<file path="src/rtl/sdhc_ddr_bridge_read_master.sv">
// Pipelined Avalon-MM read master feeding a valid/ready stream, with credit-limited issue.
// Optional abort/flush support is compiled in with `define SDHC_RDM_ABORT_EN.
module sdhc_ddr_bridge_read_master #(
  parameter int ADDR_W      = 23,
  parameter int LEN_W       = 16,
  parameter int FIFO_DEPTH  = 16,
  parameter int MAX_PENDING = 8
) (
  input  logic              slave_clk,
  input  logic              slave_reset_n,
  input  logic              cmd_valid,
  output logic              cmd_ready,
  input  logic [ADDR_W-1:0] cmd_address,
  input  logic [LEN_W-1:0]  cmd_length,
  output logic [ADDR_W-1:0] avm_address,
  output logic [7:0]        avm_byteenable,
  output logic              avm_read,
  input  logic              avm_waitrequest,
  input  logic [63:0]       avm_readdata,
  input  logic              avm_readdatavalid,
  output logic [63:0]       st_data,
  output logic              st_valid,
  input  logic              st_ready,
  output logic              st_last,
`ifdef SDHC_RDM_ABORT_EN
  input  logic              abort,
`endif
  output logic              busy,
  output logic              done
);

  localparam int AW = $clog2(FIFO_DEPTH);
  localparam int CW = AW + 1;
  localparam logic [CW:0]   LP_DEPTH = (CW+1)'(FIFO_DEPTH);
  localparam logic [CW-1:0] LP_MAXP  = CW'(MAX_PENDING);

  typedef enum logic [1:0] {S_IDLE, S_ISSUE, S_DRAIN} state_t;

  state_t            r_state, w_state_nxt;
  logic [ADDR_W-1:0] r_addr;
  logic [LEN_W-1:0]  r_remaining, r_length, r_rx_count;
  logic [CW-1:0]     r_pending, r_used, w_pending_nxt, w_used_nxt;
  logic [AW-1:0]     r_wptr, r_rptr;
  logic [63:0]       r_mem [FIFO_DEPTH];
  logic              r_hold, r_done, w_done_nxt;
  logic              w_cmd_acc, w_credit_ok, w_avm_read, w_rd_acc;
  logic              w_push, w_pop, w_st_valid;
  logic              w_abort_req, w_abort_active, w_aborting;

`ifdef SDHC_RDM_ABORT_EN
  logic r_abort;

  assign w_abort_req    = abort && (r_state != S_IDLE);
  assign w_abort_active = r_abort;

  always_ff @(posedge slave_clk or negedge slave_reset_n) begin
    if (!slave_reset_n)             r_abort <= 1'b0;
    else if (w_state_nxt == S_IDLE) r_abort <= 1'b0;
    else if (w_abort_req)           r_abort <= 1'b1;
  end
`else
  assign w_abort_req    = 1'b0;
  assign w_abort_active = 1'b0;
`endif

  assign w_aborting  = w_abort_req || w_abort_active;
  assign w_cmd_acc   = cmd_valid && (r_state == S_IDLE);
  assign w_credit_ok = (({1'b0, r_pending} + {1'b0, r_used}) < LP_DEPTH) && (r_pending < LP_MAXP);
  // r_hold keeps a stalled request asserted even if abort would otherwise withdraw it
  assign w_avm_read  = r_hold ||
                       ((r_state == S_ISSUE) && (r_remaining != '0) && w_credit_ok && !w_aborting);
  assign w_rd_acc    = w_avm_read && !avm_waitrequest;
  assign w_push      = avm_readdatavalid && !w_aborting;
  assign w_st_valid  = (r_used != '0) && !w_abort_active;
  assign w_pop       = w_st_valid && st_ready;

  assign w_pending_nxt = r_pending + CW'(w_rd_acc) - CW'(avm_readdatavalid);
  assign w_used_nxt    = r_used + CW'(w_push) - CW'(w_pop);

  always_comb begin
    w_state_nxt = r_state;
    w_done_nxt  = 1'b0;
    case (r_state)
      S_IDLE: begin
        if (w_cmd_acc) begin
          if (cmd_length == '0) w_done_nxt  = 1'b1;
          else                  w_state_nxt = S_ISSUE;
        end
      end
      S_ISSUE, S_DRAIN: begin
        if (w_aborting) begin
          if ((r_pending == '0) && !w_avm_read) begin
            w_state_nxt = S_IDLE;
            w_done_nxt  = 1'b1;
          end
        end else if (r_state == S_ISSUE) begin
          if (w_rd_acc && (r_remaining == LEN_W'(1))) w_state_nxt = S_DRAIN;
        end else if ((w_pending_nxt == '0) && (w_used_nxt == '0)) begin
          // exit on the cycle the last beat leaves so done lands one cycle later
          w_state_nxt = S_IDLE;
          w_done_nxt  = 1'b1;
        end
      end
      default: w_state_nxt = S_IDLE;
    endcase
  end

  always_ff @(posedge slave_clk or negedge slave_reset_n) begin
    if (!slave_reset_n) begin
      r_state     <= S_IDLE;
      r_addr      <= '0;
      r_remaining <= '0;
      r_length    <= '0;
      r_rx_count  <= '0;
      r_pending   <= '0;
      r_hold      <= 1'b0;
      r_done      <= 1'b0;
    end else begin
      r_state   <= w_state_nxt;
      r_done    <= w_done_nxt;
      r_hold    <= w_avm_read && avm_waitrequest;
      r_pending <= w_pending_nxt;
      if (w_cmd_acc) begin
        r_addr      <= cmd_address;
        r_remaining <= cmd_length;
        r_length    <= cmd_length;
        r_rx_count  <= '0;
      end else begin
        if (w_rd_acc) r_addr <= r_addr + ADDR_W'(1);
        if (w_abort_req)   r_remaining <= '0;
        else if (w_rd_acc) r_remaining <= r_remaining - LEN_W'(1);
        if (w_pop) r_rx_count <= r_rx_count + LEN_W'(1);
      end
    end
  end

  always_ff @(posedge slave_clk or negedge slave_reset_n) begin
    if (!slave_reset_n) begin
      r_wptr <= '0;
      r_rptr <= '0;
      r_used <= '0;
    end else if (w_aborting) begin
      r_wptr <= '0;
      r_rptr <= '0;
      r_used <= '0;
    end else begin
      if (w_push) r_wptr <= r_wptr + AW'(1);
      if (w_pop)  r_rptr <= r_rptr + AW'(1);
      r_used <= w_used_nxt;
    end
  end

  always_ff @(posedge slave_clk) begin
    if (w_push) r_mem[r_wptr] <= avm_readdata;
  end

  assign cmd_ready      = (r_state == S_IDLE);
  assign busy           = (r_state != S_IDLE);
  assign done           = r_done;
  assign avm_address    = r_addr;
  assign avm_read       = w_avm_read;
  assign avm_byteenable = '1;
  assign st_data        = r_mem[r_rptr];
  assign st_valid       = w_st_valid;
  assign st_last        = w_st_valid && (r_rx_count == (r_length - LEN_W'(1)));

endmodule
</file>
<file path="config.mk">
export PLATFORM = sky130hd
export DESIGN_NAME = sdhc_ddr_bridge_read_master
export DESIGN_NICKNAME = d
export VERILOG_FILES = /design/src/rtl/sdhc_ddr_bridge_read_master.sv
export SDC_FILE = /design/constraint.sdc
export NUM_CORES = 1
export LEC_CHECK = 0
export ABC_CLOCK_PERIOD_IN_PS = 5590
export CORE_ASPECT_RATIO = 0.9
export CORE_MARGIN = 2
export CORE_UTILIZATION = 36
export DETAILED_ROUTE_END_ITERATION = 12
export PLACE_DENSITY = 0.59
export SKIP_LAST_GASP = 1
export SLEW_MARGIN = 20
export SYNTH_ARGS = -nofsm -noshare
export SYNTH_HDL_FRONTEND = slang
export SYNTH_SLANG_ARGS = --single-unit
export TNS_END_PERCENT = 20
</file>
<file path="constraint.sdc">
create_clock -name slave_clk -period 5.59 [get_ports slave_clk]
set_input_delay 1.118 -clock slave_clk [delete_from_list [all_inputs] [get_ports slave_clk]]
set_output_delay 1.118 -clock slave_clk [all_outputs]
set_load 0.1 [all_outputs]
</file>
==> impl_metrics.yaml <==
grt:
  grt_max_degree: 71
  grt_pass1_vias: 22390
  grt_use_total_pct: 16.10
  grt_pass1_wl_um: 149100
  overflow: 0
  grt_antenna_before_repair: 13
timing:
  hold_violations: 0
  max_slew_margin_pct: 22.82
  fmax_ghz: 0.1945
  fin_crit_sh_pct: 91.97
  setup_viol: 0
  worst_slew_pin_slew_ns: 1.154
  rsz0062_at_grt: "no"
  slew_violations: 0
  min_period_ns: 5.141
  fin_skew_ns: 0.02030
job:
  cap_violations: 0
power:
  switching_share_pct: 39.06
  seq_power_share_pct: 35.6
  p_per_area_nw_per_um2: 590.2
  p_sw_uw: 11980
  p_comb_share_pct: 39.4
  peakVddDrop_mv: 0.6732
  internal-power_uw: 18700
  leakage_uw: 0.01664
  clkPwrFrac_pct: 25.0
floorplan:
  ios: 210
  die_w_um: 372.6
  num_rows: 121
  die_y_um: 335.8
  dieArea_sq_um: 125100
  coreArea_sq_um: 121100
  start_util_pct: 36.35
clock_network:
  clock-root-buffer: "clkbuf_16"
  cts.sinks: 1117
  ctsResizeCount: 0
  path_clk_slew_ns: 0.07
  insertion_delay_ns: 0.72
  cts_hold_buf: 0
  cts_made_buffers: 111
  cts_tree: "built"
  clk_path_buf_depth: 3
  htreeDepth: 3
  post-cts-setup-buffers: 0
place:
  place_inst: 3800
  dp_hpwl_um: 52090
  gp_congestion: 0.7852
  port_buffers: 201
  place_area_sq_um: 48210
detailed_routing:
  via_per_inst: 5.339
  drc_errors: 0
  ant_nets: 0
  wl_per_cell_um: 25.29
  vias: 21400
  wl_um: 101400
  drt-initial-drc-count: 1895
  firstDrtPassIters: 5
critical_path:
  worstPathRequired_ns: 4.47
  startpoint_type: "flop"
  end_kind: "output pin"
  path_class: "reg -> out"
  r2r_start: "r_remaining[4]"
  path_max_fanout: 25
  r2r_end: "r_state[1]"
  regToRegSetupSlack_ns: 0.88
  worstPathArrival_ns: 4.02
  r2r_cells: 15
synth:
  synth_edf_count: 1024
  yosysWarnings: 0
  synthTopCellsByCount: "edfxtp_1 (1,024), mux4_2 (320), dfrtp_1 (93), nand2_1 (83), clkbuf_1 (68)"
  async_flop_share_pct: 8.326
  synth-seq-cells: 1117
  postSynthCellCount: 2057
  netlist_area_sq_um: 44030
  syn_avg_cell_area_sq_um: 21.40
  ys.flop_type: "edfxtp_1"
  ys_types: 64
  synth_area_leaders: "edfxtp_1 (70%), mux4_2 (16%), dfrtp_1 (5.3%)"
  synth_most_common_cell: "edfxtp_1"
  synth_area_leader_cell: "edfxtp_1"
  seq_area_frac_synth_pct: 75.13
  synth_top_area_share_pct: 69.84
cells_and_area:
  fin_nets: 2456
  seq_area_sq_um: 33090
  n_fill_cell: 10340
  syn2layout_area_growth_pct: 18.06
  drive_gt1_share_pct: 25.45
  final_cells: 4008
  postLayoutCellArea_sq_um: 51980
  multi_input_area_sq_um: 10500
outcome:
  status: "complete, no violations"
worst_hold_path:
  hold_class: "in -> async"
power groups by stage:
| stage | clock (uW) | combinational, uW | sequential [uW] |
|---|---|---|---|
| finish | 7660 | 12100 | 10900 |
| global route | 8120 | 12700 | 11000 |
| CTS | 7820 | 12300 | 10900 |
| detailed placement | 0 | 12300 | 11100 |
| global placement | 0 | 12200 | 11000 |
| floorplan | 0 | 8970 | 11300 |
registers in the layout, summed over array words and instances, names as in the netlist:
name         count
r_length        16
done             1
avm_address     23
r_hold           1
r_used           5
r_pending        5
r_rx_count      16
r_rptr           4
r_wptr           4
r_state          2
r_mem         1024
r_remaining     16
cell usage in the layout, fill, tap and decap left out, drive strengths merged, types with 31 or more instances in the layout:
cell type,instances
edfxtp,1024
mux4,320
clkdlybuf4s50,155
clkbuf,125
dfrtp,93
buf,91
nand2,83
nor2,65
clkinv,48
xor2,44
inv,37
ha,31
how the worst max path moves through the flow:
stage	slack, ns	from	to	cells after the start
6_report	0.45	r_rptr[0]	st_data[55]	4
5_1_grt	0.21	r_rptr[0]	st_data[25]	5
4_1_cts	0.31	r_rptr[0]	st_data[25]	5
3_5_place_dp	0.90	avm_waitrequest	r_state[0]	14
3_3_place_gp	0.96	avm_waitrequest	r_state[1]	14
2_1_floorplan	-0.82	avm_readdatavalid	r_mem[0][0]	3
area by class of cell:
type	count	area share, %
sequential	1117	63.66
multi-input combinational	807	20.19
clock buffer	125	5.505
timing repair buffer	246	4.819
tap	1599	3.849
clock inverter	79	1.726
inverter	31	0.2239
antenna	4	0.01926
cells by family (layout without fill, tap and decap cells):
| logic type | count (synthesis) | count (layout) | synth area share (%) |
|---|---|---|---|
| muxes | 325 | 325 | 16.49 |
| DFF | 1117 | 1117 | 75.13 |
| adders and majority gates | 33 | 33 | 0.9719 |
| other | 1 | 12 | 0.008518 |
| xor gates and xnor gates | 70 | 70 | 1.393 |
| buffers and inverters | 140 | 481 | 1.356 |
| AOI/OAI and AO/OA | 108 | 108 | 1.719 |
| and+or+nand+nor | 263 | 263 | 2.936 |
layer usage:
| layer | vias up | wire [um] | GRT usage, % |
|---|---|---|---|
| li1 | 9062 | - | - |
| met1 | 11580 | 42780 | 21.14 |
| met2 | 572 | 51020 | 27.44 |
| met3 | 163 | 5173 | 3.043 |
| met4 | 16 | 2289 | 4.653 |
| met5 | - | 118 | 0 |
critical path, stage by stage (launching register included):
cell	delay [ns]
dfrtp_4	0.83
buf_4	0.37
mux4_2	0.53
mux4_2	0.56
clkdlybuf4s50_1	1.00
stage by stage:
step | util (%) | setup slack, ns | TNS (ns) | hold slack, ns | power, uW
finish | 42.92 | 0.4487 | 0 | 0.5327 | 30680
global route | 42.92 | 0.2090 | 0 | 0.5585 | 31870
CTS | 42.91 | 0.3112 | 0 | 0.5196 | 31060
detailed placement | 39.80 | 0.8970 | 0 | 0.5201 | 23380
global placement | 39.81 | 0.9595 | 0 | 0.4897 | 23240
floorplan | - | -0.8167 | -156.99 | 0.4665 | 20280
Power figures use the tool's default switching activity.
